`src/rtl/accel_pkg.sv`:
```
// Shared defaults and state encoding for the accelerator arithmetic blocks.
package accel_pkg;
  localparam int DIVIDEND_W_DEF = 16;
  localparam int DIVISOR_W_DEF  = 8;

  typedef enum logic [1:0] {IDLE, ITER, FIX, DONE} div_state_e;
endpackage

```
`src/rtl/div_step.sv`:
```
// One combinational radix-2 restoring division step on unsigned magnitudes.
module div_step #(
  parameter int W = 8
) (
  input  logic [W-1:0] rem,
  input  logic [W:0]   dsr,
  input  logic         bit_in,
  output logic [W-1:0] rem_next,
  output logic         q_bit
);
  logic [W:0] shifted;

  // Partial remainder stays below |divisor| <= 2^(W-1), so W bits hold it.
  assign shifted  = {rem, bit_in};
  assign q_bit    = (shifted >= dsr);
  assign rem_next = q_bit ? W'(shifted - dsr) : shifted[W-1:0];
endmodule

```
`src/rtl/signed_divider.sv`:
```
// Multi-cycle truncating signed divider: sign/magnitude split, DIVIDEND_W
// restoring steps, sign fix-up, then result held until consumed.
module signed_divider import accel_pkg::*; #(
  parameter int DIVIDEND_W = DIVIDEND_W_DEF,
  parameter int DIVISOR_W  = DIVISOR_W_DEF
) (
  input  logic                  clk,
  input  logic                  rst_n,
  input  logic                  in_valid,
  output logic                  in_ready,
  input  logic [DIVIDEND_W-1:0] dividend,
  input  logic [DIVISOR_W-1:0]  divisor,
  output logic                  out_valid,
  input  logic                  out_ready,
  output logic [DIVIDEND_W-1:0] quotient,
  output logic [DIVISOR_W-1:0]  remainder,
  output logic                  div_by_zero,
  output logic                  overflow
);
  localparam int CW = (DIVIDEND_W > 1) ? $clog2(DIVIDEND_W) : 1;

  div_state_e state, state_nxt;

  logic [DIVIDEND_W-1:0] a_sh;   // dividend magnitude shifting out, quotient shifting in
  logic [DIVISOR_W:0]    b_mag;
  logic [DIVISOR_W-1:0]  rem;
  logic [CW-1:0]         cnt;
  logic                  neg_q, neg_r, dz_q, ovf_q;

  logic [DIVIDEND_W:0]   a_mag_in;
  logic [DIVISOR_W:0]    b_mag_in;
  logic                  dz_in, ovf_in;
  logic [DIVISOR_W-1:0]  rem_nxt;
  logic                  q_bit;

  // One extra bit so |most-negative| is exact.
  assign a_mag_in = dividend[DIVIDEND_W-1] ? -{dividend[DIVIDEND_W-1], dividend}
                                           :  {dividend[DIVIDEND_W-1], dividend};
  assign b_mag_in = divisor[DIVISOR_W-1]   ? -{divisor[DIVISOR_W-1], divisor}
                                           :  {divisor[DIVISOR_W-1], divisor};
  assign dz_in    = (divisor == '0);
  // |dividend| == 2^(DIVIDEND_W-1) only for the most-negative value.
  assign ovf_in   = (a_mag_in == {2'b01, {(DIVIDEND_W-1){1'b0}}}) &&
                    (b_mag_in == {{DIVISOR_W{1'b0}}, 1'b1}) && divisor[DIVISOR_W-1];

  div_step #(.W(DIVISOR_W)) u_step (
    .rem      (rem),
    .dsr      (b_mag),
    .bit_in   (a_sh[DIVIDEND_W-1]),
    .rem_next (rem_nxt),
    .q_bit    (q_bit)
  );

  always_ff @(posedge clk or negedge rst_n) begin
    if (!rst_n) state <= IDLE;
    else        state <= state_nxt;
  end

  always_comb begin
    state_nxt = state;
    case (state)
      IDLE:    if (in_valid) state_nxt = dz_in ? DONE : ITER;
      ITER:    if (cnt == '0) state_nxt = FIX;
      FIX:     state_nxt = DONE;
      DONE:    if (out_ready) state_nxt = IDLE;
      default: state_nxt = IDLE;
    endcase
  end

  always_comb begin
    in_ready    = (state == IDLE);
    out_valid   = (state == DONE);
    div_by_zero = out_valid & dz_q;
    overflow    = out_valid & ovf_q;
  end

  always_ff @(posedge clk or negedge rst_n) begin
    if (!rst_n) begin
      a_sh      <= '0;
      b_mag     <= '0;
      rem       <= '0;
      cnt       <= '0;
      neg_q     <= 1'b0;
      neg_r     <= 1'b0;
      dz_q      <= 1'b0;
      ovf_q     <= 1'b0;
      quotient  <= '0;
      remainder <= '0;
    end else begin
      case (state)
        IDLE: if (in_valid) begin
          a_sh  <= a_mag_in[DIVIDEND_W-1:0];
          b_mag <= b_mag_in;
          rem   <= '0;
          cnt   <= CW'(DIVIDEND_W - 1);
          neg_q <= dividend[DIVIDEND_W-1] ^ divisor[DIVISOR_W-1];
          neg_r <= dividend[DIVIDEND_W-1];
          dz_q  <= dz_in;
          ovf_q <= ovf_in;
          if (dz_in) begin
            quotient  <= '0;
            remainder <= '0;
          end
        end
        ITER: begin
          a_sh <= {a_sh[DIVIDEND_W-2:0], q_bit};
          rem  <= rem_nxt;
          cnt  <= cnt - CW'(1);
        end
        FIX: begin
          quotient  <= neg_q ? -a_sh : a_sh;
          remainder <= neg_r ? -rem : rem;
        end
        default: ;
      endcase
    end
  end
endmodule

```
`config.mk`:
```
export PLATFORM = sky130hd
export DESIGN_NAME = signed_divider
export DESIGN_NICKNAME = d
export VERILOG_FILES = /design/src/rtl/accel_pkg.sv /design/src/rtl/div_step.sv /design/src/rtl/signed_divider.sv
export SDC_FILE = /design/constraint.sdc
export NUM_CORES = 1
export LEC_CHECK = 0
export ABC_AREA = 1
export CAP_MARGIN = 20
export CELL_PAD_IN_SITES_DETAIL_PLACEMENT = 2
export CELL_PAD_IN_SITES_GLOBAL_PLACEMENT = 2
export CORE_ASPECT_RATIO = 0.7
export CORE_MARGIN = 4
export CORE_UTILIZATION = 36
export CTS_BUF_LIST = sky130_fd_sc_hd__clkbuf_16
export CTS_CLUSTER_DIAMETER = 120
export DETAILED_ROUTE_END_ITERATION = 8
export DONT_BUFFER_PORTS = 1
export GPL_TIMING_DRIVEN = 1
export PLACE_DENSITY = 0.85
export REMOVE_ABC_BUFFERS = 1
export SYNTH_ARGS = -nofsm -noshare
export SYNTH_HDL_FRONTEND = slang
export SYNTH_SLANG_ARGS = --single-unit
```
`constraint.sdc`:
```
create_clock -name clk -period 2.5 [get_ports clk]
set_clock_uncertainty 0.1 [all_clocks]
set_input_delay 0.5 -clock clk [delete_from_list [all_inputs] [get_ports clk]]
set_output_delay 0.5 -clock clk [all_outputs]
set_load 0.03 [all_outputs]
```
After elaboration in Yosys (flattened, before gate mapping)
Cells that the tools add are included.
{ "word_totals": {"ff_bits": 67, "input_bits": 28, "output_inout_bits": 28, "word_cells": 63} }
{ "classes": {"n_addsub": 6, "n_eq_ne": 9, "n_mux": 22, "n_reduce_logical": 11, "n_lt_le_gt_ge": 1, "n_bitwise": 3} }
{ "ops": {"columns": ["op", "n"], "rows": [
  ["2-to-1 mux 16 bit", 4],
  ["one-hot mux 16 bit (2 select lines)", 2],
  ["2-to-1 mux 8 bit", 5],
  ["one-hot mux 8 bit (2 select lines)", 2],
  ["== test 17 x 16 -> 1 bit (second input constant)", 1],
  ["2-to-1 mux 17 bit", 1],
  ["negation 17 bit", 1],
  ["negation 16 bit", 1],
  ["== test 9 x 1 -> 1 bit (second input constant)", 1],
  [">= comparator 9 bit", 1],
  ["2-to-1 mux 9 bit", 1],
  ["negation 9 bit", 1],
  ["zero test 8 bit", 1],
  ["2-to-1 mux 2 bit", 4],
  ["negation 8 bit", 1],
  ["one-hot mux 2 bit (4 select lines)", 1],
  ["one-hot mux 4 bit (2 select lines)", 1],
  ["subtractor 8 bit", 1],
  ["AND reduction 3 bit", 2],
  ["== test 2 bit (second input constant)", 2],
  ["zero test 4 bit", 1],
  ["2-to-1 mux 4 bit", 1],
  ["!= test 2 x 1 -> 1 bit (second input constant)", 2],
  ["!= test 2 bit (second input constant)", 2],
  ["other kinds (8)", 12]
]} }

Depth between registers and ports, before layout
{ "depth": {"word_depth": 5, "ltp_mapped": 13, "ltp_nobuf": 13} }

Cells and area by module
Synthesis repeated with hierarchy kept, for this count alone.
{ "unflattened": {"hier_cells": 604, "hier_area_um2": 4463.0} }
{ "modules_own_cells": {"columns": ["module", "seq_area_each_um2", "instances", "area_per_inst_um2", "cells_per_inst"], "rows": [
  ["signed_divider", 1676.6, 1, 3747.3, 480],
  ["div_step", 0.0, 1, 715.7, 124]
]} }

Worst setup path before layout
No wires, ideal clock.
{ "synth_path": {"path_type": "reg2reg", "from": "register state[0]", "to": "register quotient[1]", "required_ps": 2277, "n_path_buf": 1, "period_less_slack_ps": 2013, "stages_incl_launch_ff": 11, "arrival_ps": 1790, "setup_slack_ps": 487, "setup_time_ps": 123, "path_cell_list": "dfrtp_1 inv_1 ha_1 nand2_2 inv_2 nand4_4 o21ai_0 inv_2 buf_2 nand2_1 o21ai_1"} }
{ "synth_via": {"elab_chain_cells": 3, "elab_cells_between_ends": 7, "cone_classes": "eq/ne: 3; mux: 1; reduce/logical: 3"} }
{ "synth_lines": {"columns": ["item", "line_no", "rtl"], "rows": [
  ["start: declaration", "signed_divider.sv:22", "div_state_e state, state_nxt;"],
  ["start signal: assignment", "signed_divider.sv:56", "else state <= state_nxt;"],
  ["zero test 2 bit *", null, null],
  ["via in_ready", "signed_divider.sv:10", "output logic in_ready,"],
  ["!= test 2 x 1 -> 1 bit (no line), or another cell as far along", null, null],
  ["AND reduction 3 bit (no line)", null, null],
  ["end signal: assignment", "signed_divider.sv:111", "quotient <= neg_q ? -a_sh : a_sh;"],
  ["end: declaration", "signed_divider.sv:15", "output logic [DIVIDEND_W-1:0] quotient,"]
]} }
Mark *: on every way through the listed nets, which the timed path passes. The rest lies on a longest branch.
A chain may end at the register's enable or synchronous reset.

Final worst setup path
{ "layout_path": {"from": "register rem[3]", "to": "register rem[3]"} }
{ "layout_via": {"elab_chain_cells": 3} }
{ "layout_lines": {"columns": ["item", "line_no", "rtl"], "rows": [
  ["start: declaration", "signed_divider.sv:26", "logic [DIVISOR_W-1:0] rem;"],
  ["start signal: assignment", "signed_divider.sv:107", "rem <= rem_nxt;"],
  [">= comparator 9 bit", "div_step.sv:15", "assign q_bit = (shifted >= dsr);"],
  ["2-to-1 mux 8 bit", "div_step.sv:16", "assign rem_next = q_bit ? W'(shifted - dsr) : shifted[W-1:0];"],
  ["one-hot mux 8 bit (2 select lines)", "signed_divider.sv:90", "case (state)"]
]} }
No other way between the ends.

==> results.json <==
{
  "status": "finished clean",
  "leakage_uw": 0.002633,
  "clockBufferDepth": 2,
  "cellPowerDensity_nw_per_um2": 1513,
  "worst_pin_slew_ns": 0.8679,
  "cp-start-kind": "flip-flop",
  "rsz0062_at_grt": "no",
  "cts_root_buf": "clkbuf_16",
  "syn_area_per_cell_um2": 6.947,
  "timing.final.crit_share_pct": 90.23,
  "cts_buffers": 9,
  "max_cap_violations": 0,
  "syn2layout_area_growth_pct": 13.16,
  "final_cells": 816,
  "routedWlPerCell_um": 19.68,
  "cts_tree": "built",
  "place_congestion": 0.8714,
  "die-area_um2": 14350,
  "synth.area.top_cells": "dfrtp_1, nand2_1, inv_1, ha_1, nand3_1",
  "endpoint_kind": "flip-flop",
  "port_buffers": 0,
  "routed-via-count": 4410,
  "place_area_um2": 4652,
  "grt_pass1_vias": 4842,
  "hold_viol": 0,
  "overflow": 0,
  "p_comb_share_pct": 49.0,
  "via_per_inst": 5.404,
  "setup_viol": 0,
  "die_x_um": 141.5,
  "ys_top_cells_by_count": "nand2_1, inv_1, dfrtp_1",
  "core_area_um2": 11930,
  "wl_um": 16060,
  "track_usage_pct": 22.91,
  "firstDrtPassIters": 5,
  "crit_required_ns": 2.63,
  "start_util_pct": 37.61,
  "synth-seq-cells": 67,
  "diodes": 0,
  "layout-drive-gt1-share_pct": 5.615,
  "async_reset_ff_share_pct": 100.0,
  "num-fill-cells": 1406,
  "dp_cells": 792,
  "drv_slew": 0,
  "grt_antenna_before_repair": 0,
  "cts_sinks": 67,
  "synthesis.instances": 646,
  "clk_latency_ns": 0.34,
  "arrival_ns": 2.38,
  "criticalPathCategory": "flip-flop to flip-flop",
  "synth-edff-count": 0,
  "yosysSeqAreaShare_pct": 37.36,
  "p_sw_share_pct": 50.59,
  "first_iter_violations": 213,
  "period_needed_ns": 2.256,
  "ys_warn_count": 0,
  "worstHoldPathType": "input pin to flip-flop",
  "ios": 56,
  "pwr-share-seq_pct": 31.9,
  "hpwl_um": 11470,
  "power.internal_uw": 3796,
  "max_freq_ghz": 0.4433,
  "ir_drop_uv": 488.0,
  "grt_pass1_wl_um": 25920,
  "path_clk_slew_ns": 0.06,
  "synth_top_area_share_pct": 37.36,
  "syn-cell-area_um2": 4488,
  "postRouteAntennaNets": 0,
  "clkPwrFrac_pct": 19.1,
  "power.switching_uw": 3887,
  "synth.distinct_cells": 33,
  "h-tree-depth": 3,
  "stdcell_area_um2": 5079,
  "drcViolationCount": 0,
  "crit_fanout": 9,
  "fp.dieH_um": 101.4,
  "synth_area_leader_cell": "dfrtp_1",
  "slew_headroom_pct": 41.92,
  "synth_most_common_cell": "nand2_1",
  "ys.flop_type": "dfrtp_1",
  "layout.nets": 701,
  "grt_max_degree": 68,
  "rows": 33
}
## worst max-delay path, cell delays in order (launching register included)
cell and delay (ns):
dfrtp_1 0.45, ha_1 0.38, nand2_1 0.11, nor2_1 0.27, nand3_2 0.26, nand4_2 0.31, nand2_1 0.09, nand3_1 0.11
nand2_1 0.07
## per-layer routing
layer	vias to the layer above	wire, um	global-route usage [%]
met3	18	935	5.427
met1	2183	7744	32.35
met5	-	0	0
met2	122	7180	36.00
li1	2087	-	-
met4	0	201	5.015
## final timing paths
path | from | to | slack [ns] | depth (start not counted)
setup / recovery | rem[3] | rem[3] | 0.24 | 8
hold / removal | divisor[7] | neg_q | 0.26 | 2
setup reg to reg | rem[3] | rem[3] | 0.24 | 8
hold reg to reg | ovf_q | ovf_q | 0.42 | 2
max in group asynchronous | rst_n | b_mag[7] | 1.40 | 2
min in group asynchronous | rst_n | remainder[6] | 0.60 | 2
## sequential cells by signal (all words and copies together), names as in the netlist
| signal | count |
|---|---|
| cnt | 4 |
| b_mag | 9 |
| neg_r | 1 |
| a_sh | 16 |
| neg_q | 1 |
| state | 2 |
| rem | 8 |
| quotient | 16 |
| dz_q | 1 |
| remainder | 8 |
| ovf_q | 1 |
## timing repair
action	4_1_cts	5_1_grt
buffers inserted	0	6
setup endpoints to repair	0	5
hold buffers	2	0
endpoints found under the hold margin	67	0
resized for setup	0	0
## metrics by stage
stage	hold WS (ns)	utilization, %	TNS, ns	worst slack, ns	total power [uW]
5_1_grt	0.2674	42.56	0	0.07680	8348
6_report	0.2611	42.56	0	0.2442	7683
3_5_place_dp	0.1077	38.99	0	0.2277	5982
4_1_cts	0.2535	42.08	0	0.1105	7610
3_3_place_gp	0.1089	38.99	0	0.3513	5700
2_1_floorplan	0.1044	-	-0.1131	-0.09643	4792
## kinds of logic after synthesis
family,synth area share (%)
AO/OA/AOI/OAI,11.04
AND/OR/NAND/NOR,31.98
multiplexers,0.2230
adder cells (fa/ha/maj),5.464
XOR/XNOR,4.684
buffers and inverters,9.256
flip-flops,37.36
## power groups by stage
stage / sequential, uW / combinational (uW) / clock, uW
6_report: 2450 / 3760 / 1470
5_1_grt: 2520 / 4280 / 1540
4_1_cts: 2450 / 3680 / 1480
3_5_place_dp: 2450 / 3530 / 0
3_3_place_gp: 2400 / 3300 / 0
2_1_floorplan: 2250 / 2540 / 0
## layout by cell type, fill, tap and decap left out, drive strengths merged
master,n
xor2,17
fa,1
nand3b,5
dfrtp,67
inv,88
a21oi,32
nand3,47
buf,14
nor3,3
bufinv,3
nand4,20
o31ai,2
a211oi,1
clkbuf,9
nor4,2
o21ai,49
o22ai,1
nand2,212
o21a,1
a31oi,2
xnor2,7
nor2,48
clkinv,4
ha,18
mux2i,1
a22oi,4
dlygate4sd3,1
## cell type report
cell class / instances / area, um^2 / area share (%)
clock buffers: 9 / 225.2 / 4.435
clock inverters: 7 / 106.4 / 2.094
inverters: 88 / 330.3 / 6.504
multi-input cells: 473 / 2396 / 47.18
flip-flops and latches: 67 / 1677 / 33.01
well taps: 157 / 196.4 / 3.868
repair buffers: 15 / 147.6 / 2.907
Power figures use the tool's default switching activity.
